`config.mk`:
```
export PLATFORM = sky130hd
export DESIGN_NAME = mem_access_unit
export DESIGN_NICKNAME = d
export VERILOG_FILES = /design/src/rtl/mem_access_unit.sv
export SDC_FILE = /design/constraint.sdc
export NUM_CORES = 1
export LEC_CHECK = 0
export BUFFER_PORTS_ARGS = -buffer_cell sky130_fd_sc_hd__clkbuf_2
export CORE_AREA = 2 2 151 94
export CTS_BUF_LIST = sky130_fd_sc_hd__clkbuf_8
export CTS_CLUSTER_SIZE = 16
export DETAILED_ROUTE_END_ITERATION = 8
export DIE_AREA = 0 0 153 96
export PLACE_DENSITY = 0.66
export SLEW_MARGIN = 25
export SYNTH_ARGS = -nofsm -noshare
export SYNTH_HDL_FRONTEND = slang
export SYNTH_SLANG_ARGS = --single-unit
```
`constraint.sdc`:
```
create_clock -name clk -period 2.9 [get_ports clk]
set_clock_uncertainty 0.1 [all_clocks]
set_input_delay 0.145 -clock clk [delete_from_list [all_inputs] [get_ports clk]]
set_output_delay 0.145 -clock clk [all_outputs]
set_load 0.01 [all_outputs]
```
`src/rtl/mem_access_unit.sv`:
```
// mem_access_unit: MEM-stage data-memory controller. Converts the EX/MEM
// load/store controls into a req/ack bus transaction, stalls the pipeline
// while the transaction is outstanding, and returns the aligned and
// extended load word for the MEM/WB register.
module mem_access_unit #(
    parameter int unsigned TIMEOUT = 15
) (
    input  logic        clk,
    input  logic        rst,
    input  logic        MemRead,
    input  logic        MemWrite,
    input  logic [1:0]  size,
    input  logic        sign_ext,
    input  logic [31:0] total_alu,
    input  logic [31:0] wd,
    output logic [31:0] rd,
    output logic        stall,
    output logic        addr_err,
    output logic        bus_err,
    output logic        mem_req,
    output logic        mem_we,
    output logic [31:0] mem_addr,
    output logic [3:0]  mem_be,
    output logic [31:0] mem_wdata,
    input  logic        mem_ack,
    input  logic [31:0] mem_rdata
);

    typedef enum logic [1:0] {
        IDLE,
        REQ,
        DONE
    } state_t;

    state_t      state;
    logic [7:0]  counter;
    logic [1:0]  lat_lane;
    logic [1:0]  lat_size;
    logic        lat_sext;

    logic        access;
    logic        misaligned;
    logic [1:0]  lane;
    logic [3:0]  next_be;
    logic [31:0] next_wdata;
    logic [31:0] load_data;

    assign lane = total_alu[1:0];

    // Access detection and alignment check; size 11 behaves as a word
    always_comb begin
        access = MemRead | MemWrite;
        case (size)
            2'b00:   misaligned = 1'b0;
            2'b01:   misaligned = total_alu[0];
            default: misaligned = |total_alu[1:0];
        endcase
    end

    assign addr_err = access & misaligned;

    // Stall while starting a request from IDLE and for every REQ cycle
    assign stall = (state == REQ) | ((state == IDLE) & access & ~misaligned);

    // Big-endian byte enables and lane-replicated store data for the request
    always_comb begin
        next_be    = 4'b0000;
        next_wdata = wd;
        case (size)
            2'b00: begin
                next_be    = 4'b1000 >> lane;
                next_wdata = {4{wd[7:0]}};
            end
            2'b01: begin
                next_be    = lane[1] ? 4'b0011 : 4'b1100;
                next_wdata = {2{wd[15:0]}};
            end
            default: begin
                next_be    = 4'b1111;
                next_wdata = wd;
            end
        endcase
    end

    // Select the addressed byte/half of the returned word and extend it
    always_comb begin
        load_data = mem_rdata;
        case (lat_size)
            2'b00: begin
                logic [7:0] b;
                case (lat_lane)
                    2'd0:    b = mem_rdata[31:24];
                    2'd1:    b = mem_rdata[23:16];
                    2'd2:    b = mem_rdata[15:8];
                    default: b = mem_rdata[7:0];
                endcase
                load_data = {{24{lat_sext & b[7]}}, b};
            end
            2'b01: begin
                logic [15:0] h;
                h = lat_lane[1] ? mem_rdata[15:0] : mem_rdata[31:16];
                load_data = {{16{lat_sext & h[15]}}, h};
            end
            default: load_data = mem_rdata;
        endcase
    end

    // Transaction FSM with registered bus fields, load result and error pulse
    always_ff @(posedge clk or negedge rst) begin
        if (!rst) begin
            state     <= IDLE;
            counter   <= 8'd0;
            rd        <= 32'd0;
            mem_req   <= 1'b0;
            mem_we    <= 1'b0;
            mem_addr  <= 32'd0;
            mem_be    <= 4'b0000;
            mem_wdata <= 32'd0;
            bus_err   <= 1'b0;
            lat_lane  <= 2'd0;
            lat_size  <= 2'd0;
            lat_sext  <= 1'b0;
        end else begin
            bus_err <= 1'b0;
            case (state)
                IDLE: begin
                    if (access && !misaligned) begin
                        mem_req   <= 1'b1;
                        mem_we    <= MemWrite;
                        mem_addr  <= {total_alu[31:2], 2'b00};
                        mem_be    <= next_be;
                        mem_wdata <= next_wdata;
                        lat_lane  <= lane;
                        lat_size  <= size;
                        lat_sext  <= sign_ext;
                        counter   <= 8'd0;
                        state     <= REQ;
                    end
                end
                REQ: begin
                    if (mem_ack) begin
                        mem_req <= 1'b0;
                        if (!mem_we) begin
                            rd <= load_data;
                        end
                        state <= DONE;
                    end else if (counter == 8'(TIMEOUT - 1)) begin
                        mem_req <= 1'b0;
                        rd      <= 32'd0;
                        bus_err <= 1'b1;
                        state   <= DONE;
                    end else begin
                        counter <= counter + 8'd1;
                    end
                end
                DONE: begin
                    state <= IDLE;
                end
                default: begin
                    state <= IDLE;
                end
            endcase
        end
    end

endmodule

```
Word-level counts from Yosys, hierarchy flattened
Cells that the tools add are included.
{"block": "op_classes", "add_sub_neg": 1, "eq_ne": 11, "shift": 1, "n_mux": 26, "bitwise_logic": 8, "n_reduce_logical": 14}
{"operator": "32-bit one-hot mux with 2 select lines", "n": 2}
{"operator": "32-bit 2-to-1 mux", "n": 3}
{"operator": "8-bit 2-to-1 mux", "n": 4}
{"operator": "8-bit one-hot mux with 3 select lines", "n": 1}
{"operator": "16-bit 2-to-1 mux", "n": 1}
{"operator": "8-bit one-hot mux with 2 select lines", "n": 1}
{"operator": "8-bit by 1-bit adder with 8-bit output, second input constant", "n": 1}
{"operator": "2-bit by 1-bit equality test with 1-bit output, second input constant", "n": 4}
{"operator": "8-bit by 4-bit equality test with 1-bit output, second input constant", "n": 1}
{"operator": "2-bit logical NOT", "n": 4}
{"operator": "4-bit one-hot mux with 2 select lines", "n": 1}
{"operator": "1-bit 2-to-1 mux", "n": 6}
{"operator": "2-bit 2-to-1 mux", "n": 3}
{"operator": "2-bit != test, second input constant", "n": 3}
{"operator": "3-bit AND reduction", "n": 2}
{"operator": "1-bit AND", "n": 5}
{"operator": "4-bit 2-to-1 mux", "n": 1}
{"operator": "1-bit one-hot mux with 2 select lines", "n": 2}
{"operator": "2-bit one-hot mux with 2 select lines", "n": 1}
{"operator": "2-bit AND reduction", "n": 2}
{"operator": "4-bit AND reduction", "n": 1}
{"operator": "2-bit nonzero test", "n": 2}
{"operator": "4-bit by 2-bit right shift with 4-bit output, first input constant", "n": 1}
{"operator": "3-bit by 2-bit != test with 1-bit output, second input constant", "n": 1}
{"operator": "7 further kinds", "n": 8}
{"block": "word_totals", "ff_bits": 116, "input_bits": 104, "out_inout_bits": 105, "elab_cells": 73}

Logic depth before layout (Yosys ltp)
Gate-level depths: netlist (run 1).
{"block": "depth", "depth_word": 7, "depth_mapped": 7, "mapped_depth_nobuf": 6}

Worst setup path after synthesis (run 1)
No wires, ideal clock.
{"block": "synth_path", "path_kind": "reg-to-reg", "start": "reg counter[0]", "end": "reg rd[14]", "setup_ns": 0.126, "t_arrival_ns": 1.860, "t_required_ns": 2.674, "path_slack_ns": 0.814, "path_stages_with_launch": 8, "path_buffers": 1, "period_less_slack_ns": 2.086, "cell_sequence": "dfrtp_1 > inv_1 > ha_1 > or4b_4 > nor4_4 > nor2_2 > buf_6 > a221o_1"}
{"block": "synth_between", "elab_chain_len": 3}
{"item": "start: declaration", "line": "36", "rtl": "logic [7:0] counter;"}
{"item": "start signal: assignment", "line": "153", "rtl": "counter <= counter + 8'd1;"}
{"item": "8-bit by 4-bit equality test with 1-bit output", "line": "147", "rtl": "end else if (counter == 8'(TIMEOUT - 1)) begin"}
{"item": "2-bit nonzero test (no line)"}
{"item": "3-bit AND reduction (no line)"}
{"item": "end signal: assignment", "line": "144", "rtl": "rd <= load_data;"}
{"item": "end: declaration", "line": "16", "rtl": "output logic [31:0] rd,"}
No other way between the ends.
A chain may end at the register's enable or synchronous reset.

Final worst setup path (run 1)
{"block": "layout_path", "start": "in total_alu[0]", "end": "out stall"}
{"block": "layout_between", "elab_chain_len": 5}
{"item": "start: declaration", "line": "14", "rtl": "input logic [31:0] total_alu,"}
{"item": "2-bit OR reduction", "line": "56", "rtl": "default: misaligned = |total_alu[1:0];"}
{"item": "1-bit one-hot mux with 2 select lines *", "line": "53", "rtl": "case (size)"}
{"item": "1-bit NOT *", "line": "63", "rtl": "assign stall = (state == REQ) | ((state == IDLE) & access & ~misaligned);"}
{"item": "1-bit AND *", "line": "63"}
{"item": "1-bit bitwise OR *", "line": "63"}
{"item": "end: declaration", "line": "17", "rtl": "output logic stall,"}
Mark *: on every way between the ends. The rest lies on a longest branch, timed or not.

==> metrics.md, run 1 <==
| Metric | Value |
|---|---|
| DRT iter0 DRCs | 266 |
| DRT Pass-1 Iters | 5 |
| Total GRT Usage | 21.5% |
| Critical Path RT | 2.65 ns |
| Fin nets | 861 |
| Final period utilization | 84.1% |
| Synth Instances | 462 |
| FF-to-FF path depth | 7 |
| Largest cells by area after synthesis | dfrtp_1 (54%), mux2_2 (10%), mux2i_1 (5.2%) |
| RSZ-0062 raised after global routing | false |
| Share of flip-flops with an asynchronous set or reset | 100% |
| Die area | 14,700 um^2 |
| Worst-path clk slew | 0.07 ns |
| Final non-filler cell area | 7810 um^2 |
| Initial Util | 40.2% |
| Hold path startpoint | mem_rdata[7] |
| DRC viols | 0 |
| # diodes | 0 |
| Core footprint | 13,300 um^2 |
| Avg Cell Area, Syn | 11.6 um^2 |
| Metal2 WL | 7670 um |
| Worst r2r dst | rd[11] |
| Pleak | 3.80 nW |
| Syn. warnings | 0 |
| Setup Crit Path Kind | primary input to output port |
| Worst path max stage delay | 0.54 ns |
| CP max stage cell | dlygate4sd3_1 |
| Yosys top cell area share | 54.1% |
| Worst setup SP type | primary input |
| Top routing layer in use | met4 |
| Arrival time at the worst endpoint | 2.19 ns |
| Vias/cell | 5.19 |
| Clk Latency, worst-skew pair | 0.41 ns |
| Total Power | 6.85 mW |
| Top cell by count, worst path | clkbuf_2 |
| Reg2reg start | counter[0] |
| Worst Hold Slack | 0.0605 ns |
| Total gr overflow | 0 |
| Final-layout fill cell count | 1,109 |
| Routability cong. | 0.913 |
| Die X | 153 um |
| Post-Place Cell Area | 6560 um^2 |
| Final Non-Filler Cells | 943 |
| Row Count | 33 |
| Crit path time final | 2.44 ns |
| Routed Wire Length | 16,100 um |
| Share of cells above drive strength 1 | 40.4% |
| CTS tree | done |
| Setup violators final | 0 |
| Post-Place Cells | 822 |
| Critical Path, Cell by Cell | dlygate4sd3_1 > clkbuf_2 > or2_2 > a2111o_2 > buf_4 > o21ai_0 > clkbuf_2 |
| Maximum clock path buffer count | 2 |
| Largest net degree at the start of global routing | 63 |
| Final Max Tran Viols | 0 |
| Post-synthesis register bit count | 116 |
| Most numerous cell in the Yosys netlist | dfrtp_1 |
| DP Wirelength | 11,000 um |
| Die H | 96 um |
| Endpoints failing hold | 0 |
| Root buf cell | clkbuf_8 |
| Wire length on met1 | 7230 um |
| Hold_buf cts | 89 |
| H-tree depth | 4 |
| Number of global-route vias before repair | 4,814 |
| Post-CTS sizing | 0 |
| Number of flops mapped to enable cells by yosys | 0 |
| TritonCTS sink count | 116 |
| Max Cap Violations | 0 |
| Max Clk Rate | 410 MHz |
| Outcome | finished, final reports clean |
| Met3 routed WL | 750 um |
| Synth top cells by count | dfrtp_1 (116), o21ai_0 (52), mux2_2 (49), nand2_1 (40), mux2i_1 (28) |
| Synth Flop Type | dfrtp_1 |
| Initial antenna violation count | 0 |
| Slew @ Worst Pin | 0.799 ns |
| Hold depth | 4 |
| WL per Instance | 17.1 um |
| Port bufs | 206 |
| Critical path capture point type | output port |
| Cell variety after synth | 50 |
| Number of setup buffers added after CTS | 0 |
| Worst Hold End | rd[7] |
| Syn-to-layout area delta | 45.6% |
| Setup tns final | 0 ns |
| Total I/O pin count | 209 |
| Pwr dens | 877 nW/um^2 |
| First-pass GRT wire length | 25,000 um |
| Vias post-DR | 4,890 |
| Max IR drop VDD | 0.314 mV |
| Antenna Nets Post-Route | 0 |
| R2r setup slk | 0.60 ns |
| CTS Buf Count | 17 |
| Tightest Hold Check Type | primary input to register |
| Mapped Area | 5360 um^2 |
| Seq/Total Area, Yosys | 54.1% |
| Post-synth top area cell | dfrtp_1 |
| Max_slew headroom | 46.7% |
| Crit Path Max Fanout | 52 |
## cell usage in the layout, fill, tap and decap left out, types with 4 or more instances in the layout
master	instances
o22ai_1	7
o21ai_0	52
nand3_1	5
nand2_1	40
clkinvlp_4	7
clkinv_2	4
buf_4	13
nand2b_1	7
a221o_1	17
nor2_1	17
a2bb2oi_1	6
a221oi_1	5
dfrtp_1	116
mux2i_1	28
mux2_2	49
dlygate4sd3_1	89
a22o_1	12
clkbuf_8	18
inv_1	11
clkbuf_2	205
and2_1	4
a21oi_1	11
## how the worst max path moves through the flow
stage	from	cells past startpoint	end	slack (ns)
finish	total_alu[0]	7	stall	0.46
global route	total_alu[0]	7	stall	0.37
CTS	total_alu[0]	7	stall	0.42
detailed placement	counter[0]	7	rd[11]	0.60
global placement	counter[0]	6	rd[3]	0.46
floorplan	counter[0]	7	rd[14]	0.81
## registers in the layout (all words and copies together) (netlist names)
register and flops:
mem_wdata 32, rd 32, mem_addr 30, counter 8
mem_be 4, lat_lane 2, lat_size 2, state 2
bus_err 1, lat_sext 1, mem_req 1, mem_we 1
## final cells by class
class	count	area, um^2	area share (%)
Inverter	10	37.5	0.481
Clock inverter	14	115	1.47
Tap cell	175	219	2.80
Clock buffer	18	248	3.17
Multi-Input combinational cell	303	2270	29.1
Sequential cell	116	2900	37.2
Timing Repair Buffer	307	2010	25.8
## through the flow
stage	setup slack, ns	utilization, %
final	0.462	58.6
after CTS	0.425	58.6
after detailed placement	0.605	49.2
after global placement	0.456	49.1
after floorplan	0.814	-
after global routing	0.367	58.6
## cell families after synthesis
logic type	Yosys count	synth area share (%)
compound gates	125	16.4
other cells	1	0.0699
mux	80	16.4
flops	116	54.1
buf+inv	44	3.71
simple gates	91	8.40
xor+xnor	3	0.490
fa+ha+maj	2	0.466
## worst max-delay path: cells and delay by family
family                 cells  cell delay (ns)
AOI/OAI and AO/OA          2             0.58
buffers and inverters      4             1.16
and+or+nand+nor            1             0.30
## power by group
group	total (mW)	internal (mW)	leakage [nW]	switching, mW
registers	2.83	2.31	1.43	0.522
clock network	1.37	0.689	0.170	0.680
logic	2.65	1.29	2.21	1.36
total	6.85	4.28	3.80	2.56
## per-layer routing
| layer | vias to the layer above | track usage, % |
|---|---|---|
| li1 | 2276 | - |
| met1 | 2391 | 29.1 |
| met2 | 180 | 34.0 |
| met3 | 43 | 4.46 |
| met4 | 0 | 9.65 |
| met5 | - | 0 |
Note: power is estimated with default switching activity, not from simulation.
==> run 2: changes to the inputs <==
PLACE_DENSITY = 0.69   (was 0.66)
clock period = 2.1 ns   (was 2.9 ns; I/O delays follow)
==> metrics.md, run 2 (synthesized netlist as in run 1, its figures left out) <==
| Metric | Value |
|---|---|
| Total I/O pin count | 209 (unchanged) |
| Switching Share | 36.0% (was 37.4%) |
| Crit Path Max Fanout | 32 (was 52) |
| DRC viols | 0 (unchanged) |
| Core footprint | 13,300 um^2 (unchanged) |
| Routed Wire Length | 16,700 um (was 16,100 um) |
| Number of setup buffers added after CTS | 0 (unchanged) |
| TritonCTS sink count | 116 (unchanged) |
| Worst path max stage delay | 0.49 ns (was 0.54 ns) |
| RSZ-0062 raised after global routing | true (was false) |
| Die H | 96 um (unchanged) |
| Max IR drop VDD | 0.465 mV (was 0.314 mV) |
| # diodes | 0 (unchanged) |
| DRT iter0 DRCs | 281 (was 266) |
| H-tree depth | 4 (unchanged) |
| Clock network power share | 21.6% (was 20.0%) |
| Clk Latency, worst-skew pair | 0.41 ns (about the same) |
| Dpl ws | -0.0475 ns (was 0.605 ns) |
| Crit path time final | 2.08 ns |
| Pleak | 3.93 nW (was 3.80 nW) |
| Switch Pwr | 3.54 mW (was 2.56 mW) |
| Maximum clock path buffer count | 2 (unchanged) |
| Die X | 153 um (unchanged) |
| Die area | 14,700 um^2 (unchanged) |
| Final Non-Filler Cells | 956 (was 943) |
| First-pass GRT wire length | 25,800 um (was 25,000 um) |
| Initial antenna violation count | 0 (unchanged) |
| Worst Hold Slack | 0.0272 ns (was 0.0605 ns) |
| Endpoints failing hold | 0 (unchanged) |
| Setup violators final | 0 (unchanged) |
| Root buf cell | clkbuf_8 (unchanged) |
| Arrival time at the worst endpoint | 2.27 ns (was 2.19 ns) |
| CTS tree | done (unchanged) |
| Max Cap Violations | 0 (unchanged) |
| Vias/cell | 5.23 (was 5.19) |
| Share of cells above drive strength 1 | 41.0% (was 40.4%) |
| Initial Util | 40.2% (unchanged) |
| Setup ws final | 0.0246 ns (was 0.462 ns) |
| Setup tns final | 0 ns (unchanged) |
| Tightest Hold Check Type | primary input to register (unchanged) |
| Core Util, Final | 60.2% (was 58.6%) |
| Hold depth | 3 (was 4) |
| FF-to-FF path depth | 7 (unchanged) |
| Syn-to-layout area delta | 49.6% (was 45.6%) |
| Port bufs | 206 (unchanged) |
| Routability cong. | 0.936 (was 0.913) |
| DP Wirelength | 11,000 um (about the same) |
| Fin nets | 874 (was 861) |
| Largest net degree at the start of global routing | 95 (was 63) |
| Commonest non-fill, non-tap cells in the layout | clkbuf_2 (204), dfrtp_1 (115), dlygate4sd3_1 (92), o21ai_0 (51), mux2_2 (49) (was clkbuf_2 (205), dfrtp_1 (116), dlygate4sd3_1 (89), o21ai_0 (52), mux2_2 (49)) |
| CTS Buf Count | 17 (unchanged) |
| Flop pwr share | 38.9% (was 41.3%) |
| Max Clk Rate | 482 MHz |
| Delay-heaviest family, CP | simple AND/OR/NAND/NOR gates (was buffers and inverters) |
| Comb power frac | 39.5% (was 38.7%) |
| Post-Place Cells | 832 (was 822) |
| Outcome | finished, final reports clean (unchanged) |
| Antenna Nets Post-Route | 0 (unchanged) |
| Worst-path clk slew | 0.07 ns (about the same) |
| Worst Path Buf+Inv | 2 (was 4) |
| Largest regs | mem_wdata: 32 flops, rd: 32 flops, mem_addr: 30 flops (unchanged) |
| Total GRT Usage | 22.4% (was 21.5%) |
| Critical Path RT | 2.29 ns (was 2.65 ns) |
| Vias post-DR | 4,999 (was 4,890) |
| Pwr dens | 1230 nW/um^2 (was 877 nW/um^2) |
| CP Depth | 7 (unchanged) |
| Cell Int Power | 6.29 mW (was 4.28 mW) |
| Most common cell after layout, fill and taps aside | clkbuf_2 (unchanged) |
| Row Count | 33 (unchanged) |
| Worst setup SP type | register (was primary input) |
| WL per Instance | 17.4 um (was 17.1 um) |
| CP max stage cell | or4b_4 (was dlygate4sd3_1) |
| Critical Path, Cell by Cell | inv_1 > ha_1 > or4b_4 > nor4_4 > nor2_2 > buf_12 > a221o_1 (was dlygate4sd3_1 > clkbuf_2 > or2_2 > a2111o_2 > buf_4 > o21ai_0 > clkbuf_2) |
| Number of global-route vias before repair | 5,106 (was 4,814) |
| Critical path capture point type | register (was output port) |
| Final Max Tran Viols | 0 (unchanged) |
| Total gr overflow | 0 (unchanged) |
| DRT Pass-1 Iters | 4 (was 5) |
| Final period utilization | 98.8% |
| Setup Crit Path Kind | register to register (was primary input to output port) |
-- run 2: cell count changes in the layout (fill, tap and decap cells not counted), moves of 2 or more --
cell	before	now
dlygate4sd3_1	89	92
bufinv_16	1	3
buf_4	13	17
clkinvlp_4	7	2
buf_12	0	5
inv_1	11	13
-- run 2: worst paths after layout --
check	slack (ns)	startpoint	end
worst max-delay path	0.02	counter[0]	rd[14]
worst min-delay path	0.03	mem_rdata[14]	rd[14]
worst max register to register	0.02	counter[0]	rd[14]
worst min register to register	0.38	mem_wdata[9]	mem_wdata[9]
max in group asynchronous	1.07	rst	mem_wdata[14]
min in group asynchronous	0.12	rst	mem_wdata[1]
-- run 2: final cells by class --
| type | instances | area [um^2] |
|---|---|---|
| Inverter | 10 | 37.5 |
| Sequential cell | 116 | 2900 |
| Clock buffer | 19 | 262 |
| Fill cell | 1081 | 5310 |
| Tap cell | 175 | 219 |
| Multi-Input combinational cell | 303 | 2270 |
| Clock inverter | 13 | 141 |
| Timing Repair Buffer | 320 | 2190 |
-- run 2: power by group through the flow --
stage                     Sequential, mW  Clock [mW]  Combinational [mW]
after floorplan                     4.15           0                1.71
after global placement              3.79           0                3.60
after detailed placement            3.84           0                3.71
after CTS                           3.81        2.17                3.86
after global routing                3.96        2.27                4.20
final                               3.83        2.12                3.88
-- run 2: through the flow --
| step | power, mW | area [um^2] |
|---|---|---|
| final | 9.84 | 8020 |
| after global routing | 10.4 | 8020 |
| after CTS | 9.84 | 8010 |
| after detailed placement | 7.55 | 6690 |
| after global placement | 7.39 | 6690 |
| after floorplan | 5.86 | 5370 |
-- run 2: worst min-delay path, delay by kind of cell --
kind	cells	cell delay, ns
buf+inv	1	0.11
compound gates	2	0.28
-- run 2: repair_timing --
| action | 4_1_cts | 5_1_grt |
|---|---|---|
| gates resized for setup | 0 | 6 |
| pin swaps | 1 | 1 |
| setup endpoints to repair | 20 | 18 |
| gates cloned | 0 | 0 |
| endpoints found under the hold margin | 121 | 0 |
| hold buffers | 92 | 0 |
-- run 2: routing by layer --
metal	global-route usage, %	wire (um)	up-vias
li1	-	-	2295
met1	28.7	7090	2449
met2	36.6	8170	199
met3	5.18	855	56
met4	10.3	559	0
met5	0	0	-
